===== config.mk =====
export PLATFORM = sky130hd
export DESIGN_NAME = clk_period_meter
export DESIGN_NICKNAME = d
export VERILOG_FILES = /design/src/rtl/clk_period_meter_pkg.sv /design/src/rtl/sync_edge_det.sv /design/src/rtl/clk_period_meter.sv
export SDC_FILE = /design/constraint.sdc
export NUM_CORES = 1
export LEC_CHECK = 0
export CAP_MARGIN = 5
export CORE_UTILIZATION = 25
export DETAILED_ROUTE_END_ITERATION = 8
export PLACE_DENSITY = 0.41
export SYNTH_ARGS = -nofsm -noshare
export SYNTH_HDL_FRONTEND = slang
export SYNTH_SLANG_ARGS = --single-unit

===== constraint.sdc =====
create_clock -name clk -period 5.16 [get_ports clk]
set_clock_uncertainty 0.1 [all_clocks]
set_input_delay 1.032 -clock clk [delete_from_list [all_inputs] [get_ports clk]]
set_output_delay 1.032 -clock clk [all_outputs]
set_load 0.03 [all_outputs]

===== src/rtl/clk_period_meter_pkg.sv =====
// Shared definitions for the clock period meter: FSM state encoding and
// default sizing that matches the board divider.
package clk_period_meter_pkg;

  typedef enum logic {
    WAIT_EDGE = 1'b0,
    MEASURE   = 1'b1
  } state_t;

  localparam int          DEFAULT_WIDTH      = 32;
  localparam logic [31:0] DEFAULT_MAX_CYCLES = 32'd200000000;

endpackage


===== src/rtl/sync_edge_det.sv =====
// Two-flop synchronizer for an asynchronous input plus a history flop that
// turns the synchronized level into a single-cycle rising-edge strobe.
module sync_edge_det
  import clk_period_meter_pkg::*;
(
  input  logic clk,
  input  logic rst,
  input  logic async_in,
  output logic level,
  output logic rise
);

  logic meta;
  logic sync_q;
  logic prev;

  // Synchronizer chain followed by the previous-level flop.
  always_ff @(posedge clk or posedge rst) begin
    if (rst) begin
      meta   <= 1'b0;
      sync_q <= 1'b0;
      prev   <= 1'b0;
    end else begin
      meta   <= async_in;
      sync_q <= meta;
      prev   <= sync_q;
    end
  end

  assign level = sync_q;
  assign rise  = sync_q & ~prev;

endmodule


===== src/rtl/clk_period_meter.sv =====
// Measures the period and high time of a slow square wave in clk cycles.
// The first partial period after reset or timeout is discarded; results are
// published with a one-cycle meas_valid pulse on every later rising edge.
// The cycle counter saturates at MAX_CYCLES, so it can never wrap.
module clk_period_meter
  import clk_period_meter_pkg::*;
#(
  parameter int          WIDTH      = DEFAULT_WIDTH,
  parameter logic [31:0] MAX_CYCLES = DEFAULT_MAX_CYCLES
) (
  input  logic             clk,
  input  logic             rst,
  input  logic             sig_in,
  output logic [WIDTH-1:0] period,
  output logic [WIDTH-1:0] high_time,
  output logic             meas_valid,
  output logic             timeout
);

  localparam logic [WIDTH-1:0] MAX_CNT = WIDTH'(MAX_CYCLES);
  localparam logic [WIDTH-1:0] ONE     = WIDTH'(1);

  logic level;
  logic rise;

  state_t           state, state_next;
  logic [WIDTH-1:0] cnt, cnt_next;
  logic [WIDTH-1:0] hi_cnt, hi_cnt_next;
  logic [WIDTH-1:0] period_next;
  logic [WIDTH-1:0] high_time_next;
  logic             meas_valid_next;
  logic             timeout_next;

  sync_edge_det u_sync (
    .clk      (clk),
    .rst      (rst),
    .async_in (sig_in),
    .level    (level),
    .rise     (rise)
  );

  // State, counters and all outputs are registered here so outputs are glitch-free.
  always_ff @(posedge clk or posedge rst) begin
    if (rst) begin
      state      <= WAIT_EDGE;
      cnt        <= '0;
      hi_cnt     <= '0;
      period     <= '0;
      high_time  <= '0;
      meas_valid <= 1'b0;
      timeout    <= 1'b0;
    end else begin
      state      <= state_next;
      cnt        <= cnt_next;
      hi_cnt     <= hi_cnt_next;
      period     <= period_next;
      high_time  <= high_time_next;
      meas_valid <= meas_valid_next;
      timeout    <= timeout_next;
    end
  end

  // Next-state logic: a rise always wins over the cycle limit; in WAIT_EDGE cnt doubles as the idle timer.
  always_comb begin
    state_next      = state;
    cnt_next        = cnt;
    hi_cnt_next     = hi_cnt;
    period_next     = period;
    high_time_next  = high_time;
    meas_valid_next = 1'b0;
    timeout_next    = timeout;

    unique case (state)
      WAIT_EDGE: begin
        if (rise) begin
          state_next   = MEASURE;
          cnt_next     = ONE;
          hi_cnt_next  = ONE;
          timeout_next = 1'b0;
        end else if (cnt >= MAX_CNT) begin
          timeout_next = 1'b1;
        end else begin
          cnt_next    = cnt + ONE;
          hi_cnt_next = '0;
        end
      end

      MEASURE: begin
        if (rise) begin
          period_next     = cnt;
          high_time_next  = hi_cnt;
          meas_valid_next = 1'b1;
          cnt_next        = ONE;
          hi_cnt_next     = ONE;
          timeout_next    = 1'b0;
        end else if (cnt >= MAX_CNT) begin
          state_next   = WAIT_EDGE;
          timeout_next = 1'b1;
        end else begin
          cnt_next    = cnt + ONE;
          hi_cnt_next = hi_cnt + WIDTH'(level);
        end
      end

      default: begin
        state_next = WAIT_EDGE;
      end
    endcase
  end

endmodule


==> run_results.csv <==
group,metric,value,unit
power_and_ir_drop,peakVddDrop,0.186,mV
setup_path,setup.worst_path.start,"cnt[21]",
yosys,synth.largest_area_cell,"dfrtp_1",
final_layout,fill_cells,2444,
grt,grt_pass1_wl,27000,um
setup_path,required,5390,ps
route,wl_per_cell,16.8,um
setup_path,crit_end,"hi_cnt[12]",
yosys,synthFlopType,"dfrtp_1",
sta,rsz0062_at_grt,"false",
final_layout,layout-drive-gt1-share,0.165,
power_and_ir_drop,pwr-share-comb,0.105,
route,firstDrtPassIters,6,
setup_path,endpoint_kind,"flop",
yosys,synth.distinct_cells,50,
power_and_ir_drop,clkPwrFrac,0.479,
die,fp-row-count,57,
yosys,netlist_top_cells_area,"dfrtp_1, mux2_2, nand2_1, nand3_1, a31oi_1",
yosys,netlist.area_leader.share,0.538,
sta,period_share,0.627,
power_and_ir_drop,internal_power,2100,uW
power_and_ir_drop,p_sw,711,uW
final_layout,area_growth,26.9,%
clock_tree,cts_made_buffers,17,
die,core,24400,um^2
route,drc,0,
route,routed_wl,16300,um
clock_tree,ctsResizeCount,0,
flow_run,cap_violations,0,
final_layout,register_area,3350,um^2
setup_path,start_kind,"flop",
yosys,synth_edf_count,0,
yosys,yosys_warnings,0,
place,dp_hpwl,10700,um
setup_path,regToRegStartpoint,"cnt[21]",
yosys,ys_seq_area_frac,0.538,
yosys,synth_cells,574,
route,vias,4860,
setup_path,r2r_cells,5,
yosys,ys_ff_latch,134,
die,start_util,0.256,
sta,fmax,0.309,GHz
yosys,ys_async_sr_fraction,1.00,
final_layout,multi_input_comb_area,2710,um^2
power_and_ir_drop,switching_share,0.253,
final_layout,nets,642,
sta,hold_violations,0,
power_and_ir_drop,p_leak,0.00349,uW
place,gp_congestion,0.790,
clock_tree,postCtsSetupBuffers,0,
die,die_h,160,um
clock_tree,cts_hold_buf,0,
clock_tree,root_buffer,"clkbuf_16",
clock_tree,cts_tree,"done",
hold_path,hp-class,"reg -> reg",
yosys,synthesis.area,6240,um^2
grt,antenna_found_initial,0,
sta,tns,0,ps
yosys,syn_avg_cell_area,10.9,um^2
setup_path,critPathKind,"reg -> reg",
place,portBuffers,68,
hold_path,hold_start,"u_sync.meta",
clock_tree,clkTransAtPathRegs,60,ps
grt,grt_max_degree,64,
grt,grt_pass1_vias,4775,
route,first_iter_violations,274,
final_layout,diodes,0,
sta,worstMarginPinSlew,1050,ps
yosys,yosysMostFrequentCell,"dfrtp_1",
clock_tree,htreeDepth,4,
die,die_area,25600,um^2
sta,fin_ws,1930,ps
place,dpl_worst_slack,1970,ps
grt,grt_overflow,0,
setup_path,arrival,3470,ps
sta,finalCriticalPeriod,3230,ps
clock_tree,clk_latency,430,ps
clock_tree,cts_buffer_depth,2,
clock_tree,cts_sinks,134,
power_and_ir_drop,p_seq_frac,0.417,
power_and_ir_drop,powerDensity,355,nW/um^2
route,viasPerCell,5.00,
grt,grt.total_usage,0.134,
die,die-width,160,um
die,ios,69,
setup_path,r2r_slack,1930,ps
sta,slew_viol_final,0,
sta,max-slew-margin-rel,0.283,
status,outcome,"finished, final reports clean",
sta,setup_viol,0,
yosys,synth_common_cells,"dfrtp_1, mux2_2, nand2_1, nand3_1, clkbuf_1",
yosys,syn_nets,581,
route,ant_nets,0,
setup_path,r2r-end,"hi_cnt[12]",
setup_path,path_max_fanout,22,
-- kinds of logic after synthesis --
kind of cell,after synthesis,synth area share
xor+xnor,7,0.00983
compound gates,105,0.114
flops,134,0.538
mux,59,0.106
buf+inv,48,0.0309
simple gates,217,0.194
fa+ha+maj,4,0.00802
-- final cells by class --
| class | instances | area share |
|---|---|---|
| Sequential cell | 134 | 0.424 |
| Multi-Input combinational cell | 392 | 0.342 |
| Timing Repair Buffer | 77 | 0.0945 |
| Clock buffer | 20 | 0.0564 |
| Tap cell | 324 | 0.0512 |
| Clock inverter | 12 | 0.0251 |
| Inverter | 13 | 0.00680 |
-- power by group through the flow --
stage	logic (uW)	registers, uW	clock network, uW
floorplan	131	1230	0
global placement	296	1180	0
detailed placement	300	1190	0
CTS	301	1170	1380
global route	324	1180	1410
finish	294	1170	1340
-- metrics by stage --
step | hold WS [ps] | utilization | area [um^2] | cells | power [uW]
4_1_cts | 251 | 0.325 | 7920 | 972 | 2850
3_5_place_dp | 237 | 0.298 | 7270 | 940 | 1490
2_1_floorplan | 231 | - | 6240 | 574 | 1360
3_3_place_gp | 240 | 0.298 | 7270 | 940 | 1480
5_1_grt | 262 | 0.325 | 7920 | 972 | 2920
6_report | 251 | 0.325 | 7920 | 972 | 2810
-- sequential cells by signal, indices dropped and copies added, names as in the netlist, 32 cells and up --
signal     count
cnt           32
high_time     32
hi_cnt        32
period        32
-- how the worst min path moves through the flow --
stage                         endpoint  cells after the start
after floorplan           u_sync.level                      0
after global placement    u_sync.level                      0
after detailed placement  u_sync.level                      0
after CTS                 u_sync.level                      0
after global routing      u_sync.level                      0
final                     u_sync.level                      0
-- worst max-delay path: stages (launching register included) --
cell and delay (ps):
dfrtp_1 440, nand4_1 190, nor4_1 710, a211o_1 770, nand2_1 590, a31oi_1 330
-- routing by layer --
layer / vias up / part of all wire / GRT usage
met5: - / 0 / 0
met4: 0 / 0.019 / 0.0558
met3: 21 / 0.047 / 0.0330
met2: 134 / 0.43 / 0.194
met1: 2416 / 0.51 / 0.189
li1: 2289 / - / -
-- cell usage in the layout (no fill, tap or decap), types with 7 or more instances in the layout --
| cell | netlist | routed |
|---|---|---|
| nand4_1 | 25 | 25 |
| a21oi_1 | 17 | 17 |
| nor3_1 | 10 | 10 |
| nand3_1 | 34 | 34 |
| clkdlybuf4s50_1 | 0 | 68 |
| inv_1 | 13 | 12 |
| or4_1 | 13 | 13 |
| nor2_1 | 22 | 22 |
| nand2_1 | 47 | 46 |
| dfrtp_1 | 134 | 134 |
| and2_1 | 9 | 9 |
| o21ai_0 | 19 | 19 |
| a31oi_1 | 26 | 26 |
| o31ai_1 | 8 | 8 |
| nor4_1 | 8 | 8 |
| or3_1 | 11 | 11 |
| and4_1 | 9 | 9 |
| clkbuf_16 | 0 | 17 |
| and3_1 | 11 | 11 |
| buf_4 | 0 | 9 |
| mux2_2 | 55 | 55 |
| a22o_1 | 7 | 7 |
Power figures use the tool's default switching activity.
